`config.mk`:
```
export PLATFORM = sky130hd
export DESIGN_NAME = cp0_unit
export DESIGN_NICKNAME = d
export VERILOG_FILES = /design/src/rtl/cp0_unit.sv
export SDC_FILE = /design/constraint.sdc
export NUM_CORES = 1
export LEC_CHECK = 0
export ABC_CLOCK_PERIOD_IN_PS = 1700
export CAP_MARGIN = 20
export CORE_UTILIZATION = 37
export DETAILED_ROUTE_END_ITERATION = 12
export GPL_ROUTABILITY_DRIVEN = 0
export GPL_TIMING_DRIVEN = 0
export PLACE_DENSITY = 0.77
export SYNTH_ARGS = -nofsm -noshare
export SYNTH_HDL_FRONTEND = slang
export SYNTH_SLANG_ARGS = --single-unit
```
`constraint.sdc`:
```
create_clock -name clk -period 1.7 [get_ports clk]
set_clock_uncertainty 0.1 [all_clocks]
set_input_delay 0.34 -clock clk [delete_from_list [all_inputs] [get_ports clk]]
set_output_delay 0.34 -clock clk [all_outputs]
set_load 0.01 [all_outputs]
```
`src/rtl/cp0_unit.sv`:
```
// cp0_unit: MIPS coprocessor 0 for the 5-stage pipeline.
// Holds SR, Cause, EPC and PRId. It serves mfc0/mtc0 from the M stage and
// arbitrates hardware interrupts against M-stage exceptions. It also answers
// the D-stage eret handshake through EXLClr and the (bypassed) EPC output.
module cp0_unit #(
  parameter logic [31:0] PRID = 32'h1606_1001
) (
  input  logic        clk,
  input  logic        reset,
  input  logic [4:0]  A1,
  input  logic [4:0]  A2,
  input  logic [31:0] DIn,
  input  logic        We,
  input  logic [31:0] PC_M,
  input  logic        Valid_M,
  input  logic        BD_M,
  input  logic [4:0]  ExcCode_M,
  input  logic [5:0]  HWInt,
  input  logic        EXLClr,
  output logic        IntReq,
  output logic [31:0] EPC,
  output logic [31:0] DOut,
  output logic        EXL
);

  localparam logic [4:0] IDX_SR    = 5'd12;
  localparam logic [4:0] IDX_CAUSE = 5'd13;
  localparam logic [4:0] IDX_EPC   = 5'd14;
  localparam logic [4:0] IDX_PRID  = 5'd15;

  // SR fields
  logic [5:0]  im_reg, im_next;
  logic        exl_reg, exl_next;
  logic        ie_reg, ie_next;
  // Cause fields
  logic        bd_reg, bd_next;
  logic [5:0]  ip_reg, ip_next;
  logic [4:0]  exc_reg, exc_next;
  // EPC is always word aligned, so only the word address is stored
  logic [29:0] epc_reg, epc_next;

  logic [5:0]  int_pend;
  logic        int_req;
  logic        exc_req;
  logic        take_req;
  logic [29:0] pc_word;
  logic        unused_pc_bits;

  // The byte offset of the M-stage PC never reaches EPC
  assign pc_word        = PC_M[31:2];
  assign unused_pc_bits = ^PC_M[1:0];

  // A hardware line is pending only when its IM bit unmasks it
  genvar gi;
  generate
    for (gi = 0; gi < 6; gi++) begin : g_pend
      assign int_pend[gi] = HWInt[gi] & im_reg[gi];
    end
  endgenerate

  // Gating by Valid_M defers a request across bubbles instead of losing it,
  // because nothing is latched until a real instruction reaches M.
  assign int_req  = (|int_pend) & ie_reg & ~exl_reg & Valid_M;
  assign exc_req  = (ExcCode_M != 5'd0) & ~exl_reg & Valid_M;
  assign take_req = int_req | exc_req;

  assign IntReq = take_req;
  assign EXL    = exl_reg;

  // EPC forwards an mtc0 EPC in M, so a D-stage eret needs no stall
  always_comb begin
    EPC = {epc_reg, 2'b00};
    if (We && (A2 == IDX_EPC)) begin
      EPC = {DIn[31:2], 2'b00};
    end
  end

  // mfc0 read mux from the registered state only (no bypass)
  always_comb begin
    DOut = 32'd0;
    case (A1)
      IDX_SR:    DOut = {16'd0, im_reg, 8'd0, exl_reg, ie_reg};
      IDX_CAUSE: DOut = {bd_reg, 15'd0, ip_reg, 3'd0, exc_reg, 2'b00};
      IDX_EPC:   DOut = {epc_reg, 2'b00};
      IDX_PRID:  DOut = PRID;
      default:   DOut = 32'd0;
    endcase
  end

  // Next-state logic: taking an exception overrides any mtc0 in the same
  // cycle; otherwise mtc0 applies first and eret then wins on EXL.
  always_comb begin
    im_next  = im_reg;
    exl_next = exl_reg;
    ie_next  = ie_reg;
    bd_next  = bd_reg;
    ip_next  = HWInt;
    exc_next = exc_reg;
    epc_next = epc_reg;
    if (take_req) begin
      exl_next = 1'b1;
      exc_next = int_req ? 5'd0 : ExcCode_M;
      bd_next  = BD_M;
      // Word arithmetic is the same as subtracting 4 modulo 2^32
      epc_next = BD_M ? (pc_word - 30'd1) : pc_word;
    end else begin
      if (We) begin
        case (A2)
          IDX_SR: begin
            im_next  = DIn[15:10];
            exl_next = DIn[1];
            ie_next  = DIn[0];
          end
          IDX_EPC: epc_next = DIn[31:2];
          default: ;
        endcase
      end
      if (EXLClr) begin
        exl_next = 1'b0;
      end
    end
  end

  // State registers with asynchronous active-low clear
  always_ff @(posedge clk or negedge reset) begin
    if (!reset) begin
      im_reg  <= 6'd0;
      exl_reg <= 1'b0;
      ie_reg  <= 1'b0;
      bd_reg  <= 1'b0;
      ip_reg  <= 6'd0;
      exc_reg <= 5'd0;
      epc_reg <= 30'd0;
    end else begin
      im_reg  <= im_next;
      exl_reg <= exl_next;
      ie_reg  <= ie_next;
      bd_reg  <= bd_next;
      ip_reg  <= ip_next;
      exc_reg <= exc_next;
      epc_reg <= epc_next;
    end
  end

endmodule

```
Word-level counts from Yosys, hierarchy flattened:

Cells that the tools add are included.
Widths: inputs -> output; s select.

* multiplexer cells: 11
* bitwise logic cells: 14
* reduce and logical (&&, ||, !) cells: 10
* add/subtract/negate cells: 1
* eq/ne operators: 6

Operators with widths (count)
* $pmux 32 s4: 1
* $mux 30: 4
* $mux 32: 1
* $eq 5x4->1 const B: 6
* $sub 30x1->30 const B: 1
* $and 1x1->1: 11
* $reduce_bool 3->1: 2
* $reduce_or 6->1: 1
* $mux 5: 1
* $reduce_bool 5->1: 1
* $mux 1: 4
* $reduce_and 2->1: 2
* $reduce_bool 2->1: 2
* $reduce_and 3->1: 1
* $not 1->1: 2
* $logic_and 1x1->1: 1
* $or 1x1->1: 1

* flip-flop bits (word level): 50

Longest topological paths before layout:

Gate-level depths: netlist of run 1.

* word-level depth: 8
* gate-level depth with buffers: 7
* mapped depth without buffers: 7

Least setup slack after synthesis of run 1:

Ideal clock, no wire load.

* path type: input to register
* start point: input port PC_M[2]
* end point: register epc_reg[22]
* setup slack: -0.432 ns
* data arrival time: 1.913 ns
* cell stages on the path: 7
* buffers on the path: 0
* cells stage by stage: inv_1 > ha_1 > nor4b_1 > nand4_2 > o31a_2 > or3_1 > o21a_1

* word-level cells in the longest chain between the ends: 3

Ends and longest elaborated chain
* start: declaration: RTL line 14 `input logic [31:0] PC_M,`
* $sub 30x1->30: RTL line 105 `epc_next = BD_M ? (pc_word - 30'd1) : pc_word;`
* $mux 30: RTL line 105
* $mux 30: RTL line 100 `if (take_req) begin`
* end signal: assignment: RTL line 141 `epc_reg <= epc_next;`
* end: declaration: RTL line 40 `logic [29:0] epc_reg, epc_next;`

No other way between the ends.
A chain may end at the register's enable or synchronous reset.

Worst setup path after layout of run 1:

* start point: input port A2[4]
* end point: output port EPC[11]

* word-level cells in the longest chain between the ends: 3

Ends and longest elaborated chain
* start: declaration: RTL line 11 `input logic [4:0] A2,`
* $eq 5x4->1: RTL line 73 `if (We && (A2 == IDX_EPC)) begin`
* $logic_and 1x1->1: RTL line 73
* $mux 32: RTL line 73
* end: declaration: RTL line 21 `output logic [31:0] EPC,`

No other way between the ends.

==> impl_metrics.ini, run 1 <==
[synth]
async_flop_share = 1.00
synth_cell_type_count = 43
synth-edff-count = 0
synth_warnings = 0
netlist_area_sq_um = 3280
netlist_instances = 320
ys_ff_latch = 50
yosysSeqAreaShare = 0.382
syn_avg_cell_area_sq_um = 10.2
synth_ff_type = dfrtp_1

[detailed_routing]
wirelength_um = 13200
remaining_drc_errors = 0
drt_iter0_drc = 143
viasPerCell = 5.31
antenna_left = 0
wl_per_cell_um = 20.1
dr.pass1.iters = 4
dr_total_vias = 3494

[cts]
cts_max_level = 2
clockRootBuffer = clkbuf_8
clk_pin_slew_ns = 0.11
clockBufferDepth = 2
clk_latency_ns = 0.31
cts_buffers = 5
cts_sinks = 50
cts_tree = done

[setup_path]
cp-start-kind = input pin
crit_path_start = A2[4]
critPathKind = in2out
ff2ff_setup_slack_ns = -0.29
rr_startpoint = im_reg[3]$_DFFE_PN0P_
critPathRequiredTime_ns = 1.26
reg2reg_depth = 7
cp_max_fo = 4
timing.rr.end = im_reg[0]$_DFFE_PN0P_
cp.arrival_ns = 1.73
worstSetupEndpointType = primary output

[pwr]
clkPwrFrac = 0.170
p_switching_mw = 1.50
p_seq_frac = 0.354
power.total_mw = 4.58
p_leak_nw = 3.06
ir_worst_vdd_v = 0.000485
powerDensity_nw_per_um2 = 710
switching_share = 0.328
comb_power_share = 0.476
p_int_mw = 3.08

[place]
dp_hpwl_um = 8080
portBuffers = 149
placedCellCount = 576
placed_area_sq_um = 5070

[global_routing]
grt_pass1_vias = 3516
grt_pass1_wl_um = 18600
grt_max_degree = 36
antenna_found_initial = 0
grt_use_total = 0.269
overflow = 0

[sta]
max_freq_mhz = 462
worst_pin_slew_ns = 0.538
fin_ws_ns = -0.466
fin_crit_sh = 1.27
rsz0062_at_grt = yes
hold_slack_ns = 0.187
drv_slew = 0
slew_headroom = 0.638
setup_viol = 97
finalWorstPathRequiredPeriod_ns = 2.17
hold_violations = 0

[hold_path]
hp-class = in2reg
worstHoldStart = HWInt[4]
worstHoldEndpoint = ip_reg[4]$_DFF_PN0_
whs_path_depth = 1

[layout]
filler_cell_count = 547
syn2layout_area_growth_pct = 96.8
nets = 644
final_area_sq_um = 6450
antenna_cells = 0
fin_cells = 658
largest_reg_flops = 30
drive_above_1_share = 0.600

[die]
die_area_sq_um = 9240
num_rows = 33
start_util = 0.391
core_sq_um = 8380
die_w_um = 96.1
io_pins = 157
die_y_um = 96.1

[status]
violations = setup timing
status = finished with violations

[run]
drv_cap = 0
==> synth_stat cells (all sizes together) (6+ instances only) <==
| library cell | n | share of area |
|---|---|---|
| xor2 | 16 | 0.043 |
| nand2 | 10 | 0.011 |
| buf | 9 | 0.020 |
| and2 | 13 | 0.025 |
| nor2 | 36 | 0.041 |
| or3 | 9 | 0.020 |
| a21oi | 8 | 0.012 |
| mux2i | 6 | 0.018 |
| dfrtp | 50 | 0.38 |
| nor3 | 12 | 0.018 |
| nor4 | 11 | 0.025 |
| clkbuf | 10 | 0.011 |
| mux2 | 65 | 0.22 |
| a22oi | 9 | 0.021 |
| xnor2 | 9 | 0.024 |
==> critical path, stage by stage <==
cell and delay, ns:
buf_6 0.09, nor4bb_4 0.34, nand3_4 0.18, clkbuf_16 0.20, buf_8 0.12, mux2_4 0.31
buf_6 0.13
==> power by group through the flow <==
stage	logic [mW]	registers, mW	clock network, mW
global route	2.30	1.65	0.843
floorplan	0.792	1.55	0
CTS	1.92	1.60	0.791
global placement	1.56	1.60	0
finish	2.18	1.62	0.779
detailed placement	1.59	1.61	0
==> worst max-delay path by stage <==
stage,end,cells after the start
final,EPC[11],7
after global routing,EPC[11],7
after CTS,EPC[11],7
after detailed placement,DOut[22],6
after global placement,epc_reg[21]$_DFFE_PN0P_,1
after floorplan,epc_reg[24]$_DFFE_PN0P_,6
==> stage by stage <==
stage	util	worst slack, ns	setup TNS (ns)
finish	0.770	-0.466	-23.05
global route	0.770	-0.539	-28.58
CTS	0.717	-0.469	-20.31
detailed placement	0.605	-1.38	-99.46
global placement	0.603	-1.37	-166.38
floorplan	-	-0.362	-3.81
==> cells by family after synthesis <==
logic type      share of synthesized area
buf+inv                            0.0374
mux                                 0.242
simple gates                        0.197
fa+ha+maj                         0.00381
xor+xnor                           0.0668
compound gates                     0.0710
flops                               0.382
other cells                       0.00114
==> cell type report <==
cell class | instances | area (sq um) | share of cell area
clock buffers | 5 | 68.8 | 0.0107
clock inverters | 3 | 26.3 | 0.00407
well taps | 105 | 131 | 0.0204
flip-flops and latches | 50 | 1250 | 0.194
inverters | 5 | 21.3 | 0.00330
plain buffers | 18 | 280 | 0.0434
repair buffers | 225 | 2190 | 0.340
multi-input cells | 247 | 2480 | 0.384
==> cells in the final DEF (no fill, tap or decap), drive strengths merged, types with 4 or more instances in the layout <==
| cell type | count |
|---|---|
| buf | 165 |
| mux2 | 65 |
| dfrtp | 50 |
| clkdlybuf4s50 | 40 |
| nor2 | 36 |
| clkbuf | 20 |
| xor2 | 16 |
| and2 | 13 |
| dlygate4sd2 | 12 |
| nor3 | 12 |
| nor4 | 11 |
| nand2 | 10 |
| xnor2 | 9 |
| a22oi | 9 |
| or3 | 9 |
| a21oi | 8 |
| inv | 7 |
| mux2i | 6 |
| dlymetal6s2s | 6 |
| a22o | 5 |
| clkdlybuf4s15 | 4 |
| nand3 | 4 |
==> repair_timing <==
item	CTS	global route
pin swaps	50	38
resized for setup	527	92
hold endpoints to repair	15	0
cloned	5	2
buffers inserted	43	32
endpoints found under the setup margin	107	108
hold buffers	1	0
==> metal layers <==
metal	track usage	part of all wire
met5	0	0
met4	0.0684	0.023
met3	0.0363	0.064
met2	0.466	0.51
met1	0.350	0.40
Power figures use the tool's default switching activity.
==> run 2: changes to the inputs <==
--- a/config.mk
+++ b/config.mk
@@ -12,6 +12,7 @@
 export GPL_ROUTABILITY_DRIVEN = 0
 export GPL_TIMING_DRIVEN = 0
 export PLACE_DENSITY = 0.77
+export SLEW_MARGIN = 10
 export SYNTH_ARGS = -nofsm -noshare
 export SYNTH_HDL_FRONTEND = slang
 export SYNTH_SLANG_ARGS = --single-unit
==> results of run 2 <==
No change in the layout: final DEF, timing and power equal those of run 1.
